===== src/rtl/controle_movimento.sv =====
// Grid motion controller: requests a nearest-target search, validates the result and
// walks the robot there one step at a time through a command/step-done handshake.
module controle_movimento #(
    parameter int TamanhoMalha     = 8,
    parameter int tamanhoDistancia = 8,
    parameter int TimeoutCiclos    = 1000
) (
    input  logic                        clock,
    input  logic                        reset,
    input  logic                        iniciar,
    input  logic                        abortar,
    input  logic                        carregarPosicao,
    input  logic [tamanhoDistancia-1:0] posicaoInicialX,
    input  logic [tamanhoDistancia-1:0] posicaoInicialY,
    input  logic                        operacaoFinalizada,
    input  logic [tamanhoDistancia-1:0] destinoX,
    input  logic [tamanhoDistancia-1:0] destinoY,
    output logic                        novoDado,
    output logic [tamanhoDistancia-1:0] posicaoAtualnoEixoX,
    output logic [tamanhoDistancia-1:0] posicaoAtualnoEixoY,
    output logic [2:0]                  comando,
    output logic                        comandoValido,
    input  logic                        comandoAceito,
    input  logic                        passoConcluido,
    output logic                        chegou,
    output logic                        ocupado,
    output logic [1:0]                  erro,
    output logic [3:0]                  estado
);
    localparam int W  = tamanhoDistancia;
    localparam int CW = $clog2(TimeoutCiclos) + 1;
    localparam logic [W:0]    LIMITE = (W+1)'(TamanhoMalha);
    localparam logic [CW-1:0] TLIM   = CW'(TimeoutCiclos - 1);

    localparam logic [2:0] CMD_PARADO = 3'd0;
    localparam logic [2:0] CMD_MAIS_X = 3'd1;
    localparam logic [2:0] CMD_MENOS_X = 3'd2;
    localparam logic [2:0] CMD_MAIS_Y = 3'd3;
    localparam logic [2:0] CMD_MENOS_Y = 3'd4;

    localparam logic [1:0] ERR_NENHUM  = 2'b00;
    localparam logic [1:0] ERR_TIMEOUT = 2'b01;
    localparam logic [1:0] ERR_DESTINO = 2'b10;

    typedef enum logic [3:0] {
        OCIOSO, SOLICITA, AGUARDA, VALIDA, CALCULA,
        EMITE, EXECUTA, ATUALIZA, CHEGOU, ERRO
    } estado_t;

    estado_t       state, nextState;
    logic [W-1:0]  destX, destY;
    logic [2:0]    cmdLatched, cmdCalc, cmdNext;
    logic [1:0]    erroCode;
    logic [CW-1:0] timeoutCnt;
    logic          destInvalido;
    logic          emitindo;

    assign estado = state;
    assign destInvalido = ({1'b0, destX} >= LIMITE) || ({1'b0, destY} >= LIMITE);

    // X is resolved before Y; PARADO means the robot is already on the target.
    always_comb begin
        cmdCalc = CMD_PARADO;
        if (destX > posicaoAtualnoEixoX)      cmdCalc = CMD_MAIS_X;
        else if (destX < posicaoAtualnoEixoX) cmdCalc = CMD_MENOS_X;
        else if (destY > posicaoAtualnoEixoY) cmdCalc = CMD_MAIS_Y;
        else if (destY < posicaoAtualnoEixoY) cmdCalc = CMD_MENOS_Y;
    end

    // Handshake: a command transfers on the rising edge where comandoValido and
    // comandoAceito are both high; comando is frozen from the first valid cycle
    // until that edge. passoConcluido is only honoured after the transfer.
    always_comb begin
        nextState = state;
        erroCode  = erro;
        if (abortar) begin
            nextState = OCIOSO;
        end else begin
            case (state)
                OCIOSO:   if (iniciar) nextState = SOLICITA;
                SOLICITA: nextState = AGUARDA;
                AGUARDA:  if (operacaoFinalizada) nextState = VALIDA;
                VALIDA: begin
                    if (destInvalido) begin
                        nextState = ERRO;
                        erroCode  = ERR_DESTINO;
                    end else begin
                        nextState = CALCULA;
                    end
                end
                CALCULA:  nextState = (cmdCalc == CMD_PARADO) ? CHEGOU : EMITE;
                EMITE:    if (comandoAceito) nextState = EXECUTA;
                EXECUTA: begin
                    if (passoConcluido) begin
                        nextState = ATUALIZA;
                    end else if (timeoutCnt == TLIM) begin
                        nextState = ERRO;
                        erroCode  = ERR_TIMEOUT;
                    end
                end
                ATUALIZA: nextState = CALCULA;
                CHEGOU:   nextState = OCIOSO;
                ERRO:     if (iniciar) nextState = SOLICITA;
                default:  nextState = OCIOSO;
            endcase
        end
    end

    assign emitindo = (nextState == EMITE) || (nextState == EXECUTA) || (nextState == ATUALIZA);
    assign cmdNext  = (state == CALCULA) ? cmdCalc : cmdLatched;

    always_ff @(posedge clock or negedge reset) begin
        if (!reset) begin
            state      <= OCIOSO;
            destX      <= '0;
            destY      <= '0;
            cmdLatched <= CMD_PARADO;
            timeoutCnt <= '0;
        end else begin
            state <= nextState;
            if (state == AGUARDA && operacaoFinalizada && !abortar) begin
                destX <= destinoX;
                destY <= destinoY;
            end
            if (state == CALCULA) cmdLatched <= cmdCalc;
            timeoutCnt <= (state == EXECUTA) ? timeoutCnt + 1'b1 : '0;
        end
    end

    // Outputs are registered from the next state so they line up with the state register.
    always_ff @(posedge clock or negedge reset) begin
        if (!reset) begin
            novoDado      <= 1'b0;
            comandoValido <= 1'b0;
            comando       <= CMD_PARADO;
            chegou        <= 1'b0;
            ocupado       <= 1'b0;
            erro          <= ERR_NENHUM;
        end else begin
            novoDado      <= (nextState == SOLICITA);
            comandoValido <= (nextState == EMITE);
            comando       <= emitindo ? cmdNext : CMD_PARADO;
            chegou        <= (nextState == CHEGOU);
            ocupado       <= (nextState != OCIOSO);
            erro          <= (nextState == ERRO) ? erroCode : ERR_NENHUM;
        end
    end

    always_ff @(posedge clock or negedge reset) begin
        if (!reset) begin
            posicaoAtualnoEixoX <= '0;
            posicaoAtualnoEixoY <= '0;
        end else if (!abortar) begin
            if (state == OCIOSO && carregarPosicao) begin
                posicaoAtualnoEixoX <= posicaoInicialX;
                posicaoAtualnoEixoY <= posicaoInicialY;
            end else if (state == ATUALIZA) begin
                case (cmdLatched)
                    CMD_MAIS_X:  posicaoAtualnoEixoX <= posicaoAtualnoEixoX + W'(1);
                    CMD_MENOS_X: posicaoAtualnoEixoX <= posicaoAtualnoEixoX - W'(1);
                    CMD_MAIS_Y:  posicaoAtualnoEixoY <= posicaoAtualnoEixoY + W'(1);
                    CMD_MENOS_Y: posicaoAtualnoEixoY <= posicaoAtualnoEixoY - W'(1);
                    default: ;
                endcase
            end
        end
    end
endmodule

===== config.mk =====
export PLATFORM = sky130hd
export DESIGN_NAME = controle_movimento
export DESIGN_NICKNAME = d
export VERILOG_FILES = /design/src/rtl/controle_movimento.sv
export SDC_FILE = /design/constraint.sdc
export NUM_CORES = 1
export LEC_CHECK = 0
export BUFFER_PORTS_ARGS = -buffer_cell sky130_fd_sc_hd__buf_2
export CAP_MARGIN = 20
export CORE_MARGIN = 2
export CORE_UTILIZATION = 50
export CTS_BUF_LIST = sky130_fd_sc_hd__clkbuf_4 sky130_fd_sc_hd__clkbuf_8 sky130_fd_sc_hd__clkbuf_16
export DETAILED_ROUTE_END_ITERATION = 8
export PLACE_DENSITY = 0.72
export RECOVER_POWER = 25
export SETUP_SLACK_MARGIN = 0.2
export SKIP_CTS_REPAIR_TIMING = 1
export SLEW_MARGIN = 20
export SYNTH_ARGS = -nofsm -noshare
export SYNTH_HDL_FRONTEND = slang
export SYNTH_SLANG_ARGS = --single-unit

===== constraint.sdc =====
create_clock -name clock -period 3.4 [get_ports clock]
set_input_delay 0.17 -clock clock [delete_from_list [all_inputs] [get_ports clock]]
set_output_delay 0.17 -clock clock [all_outputs]
set_load 0.01 [all_outputs]

==> flow_metrics.tcl <==
set metrics [dict create \
    antenna_found_initial 0 \
    final_cell_mix "67 x buf_2, 59 x dfrtp_1, 38 x nor2_1, 32 x a21oi_1" \
    antenna_left 0 \
    first_global_vias 3069 \
    num_vias 3086 \
    p_leak_nw 2.12 \
    rows 31 \
    worstPathMaxFanout 6 \
    drc 0 \
    io_pins 69 \
    cp.arrival_ns 3.04 \
    core_area_um2 7250 \
    synth_flop_cell "dfrtp_1" \
    violations "capacitance limit, slew limit" \
    synth_edf_count 0 \
    track_usage 0.215 \
    syn2layout_area_growth_pct 16.7 \
    finalWorstSetupSlack_ns 0.616 \
    grt_pass1_wl_mm 14.1 \
    cts_made_buffers 9 \
    dpl_worst_slack_ns 0.665 \
    diodes 0 \
    fin_area_um2 4360 \
    relSlewSlack -0.673 \
    synth_cells 395 \
    r2r_end "posicaoAtualnoEixoY[7]" \
    hp-class "input port to register" \
    clock_latency_ns 0.33 \
    syn_nets 466 \
    die_y_um 90.5 \
    layout_commonest_cell "buf_2" \
    wl_mm 8.43 \
    synth-warning-count 0 \
    fin_nets 536 \
    slew_violations 47 \
    powerDensity_nw_per_um2 695 \
    synth.avg_cell_area_um2 9.47 \
    fill_cells 657 \
    cp.required_ns 3.66 \
    die-area_um2 8190 \
    timing.final.crit_share 0.819 \
    yosysUniqueCellTypes 60 \
    hold_viol_final 0 \
    clock-root-buffer "clkbuf_8" \
    synth.cell_area_um2 3740 \
    cts_tree "yes" \
    place.gp.congestion 0.895 \
    path_clk_slew_ns 0.06 \
    r2r_slack_ns 0.62 \
    grt_setup_unrepaired "false" \
    hp-start "destinoX[1]" \
    async_flop_share 1.00 \
    worstSetupStartpointType "register" \
    initial_core_util 0.516 \
    r2r_cells 10 \
    min_to "destX[1]" \
    drt-initial-drc-count 159 \
    final.min_clock_period_ns 2.78 \
    end_kind "register" \
    r2r_start "cmdLatched[1]" \
    cts_buffer_depth 2 \
    maxCapViolations 1 \
    io_buffers 68 \
    postLayoutCoreUtil 0.602 \
    status "finished with violations" \
    vias_per_cell 5.43 \
    seq_area_frac_synth 0.395 \
    wire_per_inst_um 14.8 \
    fmaxAchievable_ghz 0.359 \
    gr-total-overflow 0 \
    ir_drop_v 0.000462 \
    cts_htree_levels 3 \
    hpwl_mm 6.29 \
    ys_ff_latch 59 \
    cts.sinks 59 \
    postPlaceCellArea_um2 4150 \
    min_path_cells 2 \
    finalSetupTns_ns 0 \
    worstSetupPathType "register to register" \
    layout-drive-gt1-share 0.239 \
    setup-violations-final 0 \
    worstMarginPinSlew_ns 2.51 \
    grt_max_degree 47 \
    firstDrtPassIters 6 \
    fin_skew_ns 0.00338 \
    die_w_um 90.5 \
]
## power breakdown
group	internal (W)	switching (W)	total (W)
Combinational	0.000606	0.000702	0.00131
Sequential	0.000891	0.000181	0.00107
Clock	0.000390	0.000264	0.000654
## cell families (layout without fill, tap and decap cells)
| family | Yosys count | after routing | share of synthesized area |
|---|---|---|---|
| buf+inv | 41 | 115 | 0.0465 |
| simple gates | 139 | 139 | 0.194 |
| mux | 19 | 19 | 0.0562 |
| flops | 59 | 59 | 0.395 |
| fa+ha+maj | 31 | 31 | 0.108 |
| compound gates | 91 | 91 | 0.165 |
| xor+xnor | 15 | 15 | 0.0351 |
## state kept, by name, indices dropped and copies added, names as in the netlist, 2 cells and up
| signal | count |
|---|---|
| posicaoAtualnoEixoY | 8 |
| erro | 2 |
| destY | 8 |
| comando | 3 |
| destX | 8 |
| estado | 4 |
| timeoutCnt | 11 |
| posicaoAtualnoEixoX | 8 |
| cmdLatched | 3 |
## cells in the mapped netlist, drive strengths merged, types with 2 or more instances
master / number / area share
nand2: 26 / 0.026
nor2: 39 / 0.041
dfrtp: 59 / 0.39
inv: 29 / 0.029
mux2i: 3 / 0.0080
clkbuf: 3 / 0.0030
xnor2: 8 / 0.019
o21a: 4 / 0.0080
nor2b: 11 / 0.018
nand3: 14 / 0.019
ha: 29 / 0.097
buf: 9 / 0.014
a211oi: 13 / 0.026
a21boi: 2 / 0.0070
a21o: 4 / 0.0080
xor2: 7 / 0.016
a21oi: 33 / 0.045
a22oi: 2 / 0.0040
or3: 4 / 0.0067
o211ai: 2 / 0.0040
o21ai: 12 / 0.018
nand4: 5 / 0.0084
nor4: 4 / 0.0084
or2: 5 / 0.0084
a31oi: 2 / 0.0033
nand2b: 4 / 0.0067
a211o: 3 / 0.0070
nor3: 9 / 0.012
nor3b: 6 / 0.012
fa: 2 / 0.011
and3: 3 / 0.0050
mux2: 16 / 0.048
a2111oi: 2 / 0.0050
nand4b: 4 / 0.0094
## worst max-delay path: stages (launching register included)
cell and delay (ns):
dfrtp_1 0.43, nor2_1 0.16, nand2_1 0.14, inv_1 0.21
ha_1 0.27, a21o_1 0.19, a211o_1 0.30, a2111oi_1 0.41
o21ai_0 0.20, a211oi_1 0.26, nand4b_1 0.15
## how the worst max path moves through the flow
| stage | startpoint | endpoint | slack (ns) | cells after the start |
|---|---|---|---|---|
| after floorplan | cmdLatched[1] | posicaoAtualnoEixoY[7] | 0.96 | 10 |
| after global placement | cmdLatched[1] | posicaoAtualnoEixoY[7] | 0.77 | 10 |
| after detailed placement | cmdLatched[0] | posicaoAtualnoEixoX[7] | 0.66 | 10 |
| after CTS | cmdLatched[1] | posicaoAtualnoEixoY[7] | 0.63 | 10 |
| after global routing | reset | estado[0] | 0.28 | 2 |
| final | cmdLatched[1] | posicaoAtualnoEixoY[7] | 0.62 | 10 |
## per-layer routing
metal,vias up,share of wire,track usage
li1,1556,-,-
met1,1449,0.46,0.273
met2,67,0.48,0.359
met3,14,0.035,0.0492
met4,0,0.020,0.0744
met5,-,0,0
## stage by stage
| step | total power (W) | cells | hold slack (ns) |
|---|---|---|---|
| floorplan | 0.00200 | 395 | -0.126 |
| global placement | 0.00232 | 552 | 0.402 |
| detailed placement | 0.00238 | 552 | 0.405 |
| CTS | 0.00305 | 567 | 0.0564 |
| global route | 0.00328 | 568 | 0.0492 |
| finish | 0.00303 | 568 | 0.0685 |
## cell type report
type | instances | area [um^2] | share of cell area
inverter | 29 | 109 | 0.0249
clock inverter | 2 | 35.0 | 0.00803
timing repair buffer | 71 | 364 | 0.0834
sequential | 59 | 1480 | 0.338
multi-input combinational | 295 | 2090 | 0.479
tap | 99 | 124 | 0.0284
clock buffer | 13 | 166 | 0.0381
Note: power is estimated with default switching activity, not from simulation.
